## src/rtl/sym_repacker.sv

```systemverilog
// Repacks a stream of bytes/nibbles into SYM_W-bit symbols through an MSB-first bit buffer,
// with an explicit drain phase that zero-pads the final partial symbol.
module sym_repacker #(
    parameter int SYM_W    = 5,
    parameter int BUF_BITS = 64
) (
    input  logic             clk,
    input  logic             reset_n,
    input  logic             start,
    input  logic [7:0]       data_in,
    input  logic             byt,
    input  logic             mod_rdy,
    output logic             full,
    output logic [SYM_W-1:0] dmod,
    output logic             mod_en
);

    localparam int CW = $clog2(BUF_BITS + 1);
    localparam logic [CW-1:0] FULL_AT = CW'(BUF_BITS - 8);
    localparam logic [CW-1:0] SYM_CNT = CW'(SYM_W);

    typedef enum logic [1:0] {IDLE, RUN, DRAIN} state_t;

    state_t              state;
    logic [BUF_BITS-1:0] bits;
    logic [CW-1:0]       cnt;

    logic                push;
    logic                pop;
    logic [CW-1:0]       push_n;
    logic [CW-1:0]       pop_n;
    logic [CW-1:0]       rem;
    logic [7:0]          in_byte;
    logic [BUF_BITS-1:0] kept;
    logic [BUF_BITS-1:0] incoming;

    // Oldest bit sits at bits[BUF_BITS-1]; everything below the valid region is kept at zero,
    // so the top SYM_W bits are already the zero-padded symbol.
    always_comb begin
        full     = (state == DRAIN) || (cnt > FULL_AT);
        mod_en   = (cnt >= SYM_CNT) || ((state == DRAIN) && (cnt != '0));
        dmod     = bits[BUF_BITS-1 -: SYM_W];
        push     = (state != DRAIN) && start && !full;
        pop      = mod_en && mod_rdy;
        pop_n    = '0;
        if (pop) begin
            pop_n = (cnt < SYM_CNT) ? cnt : SYM_CNT;
        end
        push_n   = '0;
        if (push) begin
            push_n = byt ? CW'(8) : CW'(4);
        end
        rem      = cnt - pop_n;
        kept     = bits << pop_n;
        in_byte  = byt ? data_in : {data_in[3:0], 4'b0000};
        incoming = '0;
        if (push) begin
            incoming = {in_byte, {(BUF_BITS-8){1'b0}}} >> rem;
        end
    end

    always_ff @(posedge clk) begin
        if (!reset_n) begin
            state <= IDLE;
            cnt   <= '0;
            bits  <= '0;
        end else begin
            bits <= kept | incoming;
            cnt  <= rem + push_n;
            case (state)
                IDLE:    if (start)      state <= RUN;
                RUN:     if (!start)     state <= DRAIN;
                DRAIN:   if (cnt == '0)  state <= IDLE;
                default:                 state <= IDLE;
            endcase
        end
    end

endmodule

```

## config.mk

```make
export PLATFORM = sky130hd
export DESIGN_NAME = sym_repacker
export DESIGN_NICKNAME = d
export VERILOG_FILES = /design/src/rtl/sym_repacker.sv
export SDC_FILE = /design/constraint.sdc
export NUM_CORES = 1
export LEC_CHECK = 0
export CAP_MARGIN = 10
export CORE_MARGIN = 4
export CORE_UTILIZATION = 35
export DETAILED_ROUTE_END_ITERATION = 12
export GPL_ROUTABILITY_DRIVEN = 0
export PLACE_DENSITY = 0.52
export SETUP_SLACK_MARGIN = 0.15
export SYNTH_ARGS = -nofsm -noshare
export SYNTH_HDL_FRONTEND = slang
export SYNTH_SLANG_ARGS = --single-unit
export TNS_END_PERCENT = 100
```

## constraint.sdc

```tcl
create_clock -name clk -period 5.2 [get_ports clk]
set_input_delay 1.3 -clock clk [delete_from_list [all_inputs] [get_ports clk]]
set_output_delay 1.3 -clock clk [all_outputs]
set_load 0.05 [all_outputs]
```

==> flow_summary_export.csv <==
group,metric,value,unit
floorplanning,initial_core_util,35.8,%
layout,most-common-layout-cells,"98 x nand2_1, 89 x nand3_1, 73 x dfxtp_1, 54 x mux2i_1, 51 x o21ai_0",
critical_path,critPathTopFamily,"simple AND/OR/NAND/NOR gates",
timing,min_hold_slack,0.502,ns
run,max_cap_viol,0,
clocking,path_clk_slew,0.06,ns
route,drc,0,
layout,instances_no_fill,1026,
clocking,cts_sinks,73,
pwr,power_density,775,nW/um^2
timing,report.final.slew_viol_count,0,
grt,grt_antenna_before_repair,0,
place,numPlacedInstances,1010,
floorplanning,die_width,141,um
timing,final-setup-viol-count,0,
layout,antenna-diode-count,0,
timing,fin_tns_setup,0,ns
timing,finalHoldViolations,0,
route,detailedRoute.firstPassIterationCount,6,
clocking,postCtsResizedCells,0,
place,half_perimeter_wire_length_after_placement,16900,um
floorplanning,core.rowCount,48,
critical_path,endpoint_kind,"flop",
floorplanning,dieArea,20000,um^2
layout,ff_latch_area,1460,um^2
critical_path,cp.buffers_inverters,3,
floorplanning,die_height,141,um
clocking,cts.htree.levels,3,
route,via_count,6738,
critical_path,path_cells,"clkdlybuf4s50_1 > o211ai_1 > and3_2 > inv_2 > ha_1 > fa_1 > buf_4 > mux2_2 > o211a_1 > nor3_1 > and2_1 > o31a_1",
pwr,report.power.total,5330,uW
grt,maximum_number_of_pins_on_one_net_before_global_route_repair,76,
timing,slew-limit-headroom,29.2,%
synthesis,ys_async_sr_fraction,0,%
critical_path,slowest_stage,"fa_1",
layout,stdcell_area,6880,um^2
timing,fin_worst_skew,0.00843,ns
place,placement.io_buffers,19,
synthesis,post-synth-top-area-fraction,23.5,%
clocking,cts-buffers-inserted,9,
grt,first_pass_grt_wire_length,37500,um
route,routed_wl,24000,um
synthesis,synth_edf_count,0,
critical_path,critPathLaunchType,"input pin",
floorplanning,io_pins,20,
clocking,cts.repair_timing.setup_buffer_count,0,
layout,multi_input_area,4370,um^2
timing,final_worst_path_cycle_share,91.5,%
synthesis,postSynth.topFlopCell,"dfxtp_1",
layout,flow.area_growth_from_synthesis,10.6,%
clocking,worstSkewPairLatency,0.35,ns
synthesis,synth_area_leaders,"dfxtp_1 24%, mux2i_1 8.7%, nand3_1 7.2%",
layout,final_common_cell,"nand2_1",
synthesis,synthesis.instances,798,
pwr,power.ir.vdd_worst,462,uV
synthesis,syn_avg_cell_area,7.79,um^2
synthesis,synth.largest_area_cell,"dfxtp_1",
critical_path,timing_worst_setup_path_type,"input pin to flop",
synthesis,ys_ff_latch,73,
route,antenna_left,0,
timing,fmax,210,MHz
floorplanning,placeableCoreArea,17400,um^2
layout,fillerInstances,1808,
layout,finish.net_count,818,
synthesis,netlist_area,6220,um^2
critical_path,critical_path_required,5.49,ns
synthesis,ys_warn_count,0,
timing,period_needed,4.76,ns
pwr,total_leakage_power,0.00240,uW
grt,number_of_global_route_vias_before_repair,6383,
timing,tightestPinTransition,1.05,ns
clocking,tritoncts,"done",
grt,global_route.usage.total,23.8,%
route,routed_wire_length_per_instance,23.4,um
route,detail_route.vias_per_cell,6.57,
clocking,clockRootBuffer,"clkbuf_16",
clocking,cts-root-to-sink-buffers,2,
layout,fraction_of_final_layout_cells_sized_beyond_drive_strength_1,11.1,%
place,placedInstanceArea,6580,um^2
critical_path,cp.arrival,5.05,ns
hold_path,hold_class,"flop to flop",
synthesis,synth.yosys.seq_area_share,23.5,%
clocking,hold_buffers,0,
grt,grt_overflow,0,
route,drt-initial-drc-count,1024,
outcome,result_of_the_run,"complete, no violations",
critical_path,cpPeakStageDelay,0.73,ns
synthesis,synth_cell_types,80,
critical_path,worst_path_maximum_fanout,10,
timing,grt_setup_unrepaired,"no",
## worst min-delay path, delay by kind of cell, from the launching register on
family,cells,cell delay [ns]
DFF,1,0.33
and+or+nand+nor,1,0.06
AOI/OAI and AO/OA,1,0.06
## flip-flops by register name, indices dropped and copies added, names as in the netlist
register,flops
bits,64
cnt,7
state,2
## Yosys cell counts, types with 3 or more instances
cell and n:
a222oi_1 3, xor2_1 3, a21o_1 3, nand4_1 3
o21ai_0 51, mux4_2 12, nor4_1 3, dfxtp_1 73
inv_1 10, o22a_1 5, or3_1 3, a311o_1 4
ha_1 8, buf_1 4, and3_1 10, a22oi_1 13
a211oi_1 12, o21a_1 6, buf_2 22, nand3_1 89
mux2_2 8, a31oi_1 24, a32o_1 3, a21oi_1 35
and2_1 10, nand2b_1 6, clkbuf_1 23, xnor2_1 7
o22ai_1 12, nor2b_1 8, or2_2 3, a32oi_1 8
o31a_1 7, nor3_1 23, a221o_1 4, a221oi_1 6
mux2i_1 54, buf_4 9, nand2_1 98, a211o_1 5
o211ai_1 5, nor2_1 43, o221ai_1 9, nor3_2 3
buf_6 5
## cells by family (layout without fill, tap and decap cells)
kind of cell / Yosys count / count (layout) / synth area share (%)
flip-flops: 73 / 73 / 23.5
AND/OR/NAND/NOR: 312 / 312 / 24.1
AO/OA/AOI/OAI: 240 / 240 / 27.8
buffers and inverters: 77 / 78 / 6.26
multiplexers: 75 / 75 / 14.7
adder cells (fa/ha/maj): 9 / 9 / 1.93
other: 1 / 3 / 0.0603
XOR/XNOR: 11 / 11 / 1.67
## worst paths after layout
path         startpoint  endpoint  slack [ns]  cells past startpoint
max             mod_rdy  bits[40]        0.44                     12
min            state[0]  state[1]        0.50                      2
max reg2reg      cnt[4]  bits[40]        1.31                     11
min reg2reg    state[0]  state[1]        0.50                      2
## layer usage
layer | share of wire [%] | routed length [um] | global-route usage (%) | vias to the layer above
li1 | - | - | - | 3023
met5 | 0 | 0 | 0 | -
met2 | 45 | 10800 | 36.4 | 346
met3 | 8.7 | 2080 | 5.12 | 59
met4 | 3.5 | 839 | 9.99 | 0
met1 | 43 | 10300 | 32.6 | 3310
## layout make-up
class,instances,share of cell area [%]
Multi-Input combinational cell,650,63.6
Sequential cell,73,21.3
Timing Repair Buffer,49,6.04
Clock buffer,15,4.18
Tap cell,225,4.09
Inverter,13,0.710
Clock inverter,1,0.109
## report_power, final
group,switching [uW],leakage [uW],internal [uW]
sequential,247,0.000599,752
clock,256,0.000142,376
combinational,2360,0.00166,1340
total,2860,0.00240,2470
## through the flow
| step | worst slack [ns] | util [%] |
|---|---|---|
| finish | 0.445 | 39.6 |
| global route | 0.341 | 39.6 |
| CTS | 0.500 | 39.6 |
| detailed placement | 0.157 | 37.9 |
| global placement | 0.218 | 37.9 |
| floorplan | 0.717 | - |
Power figures use the tool's default switching activity.
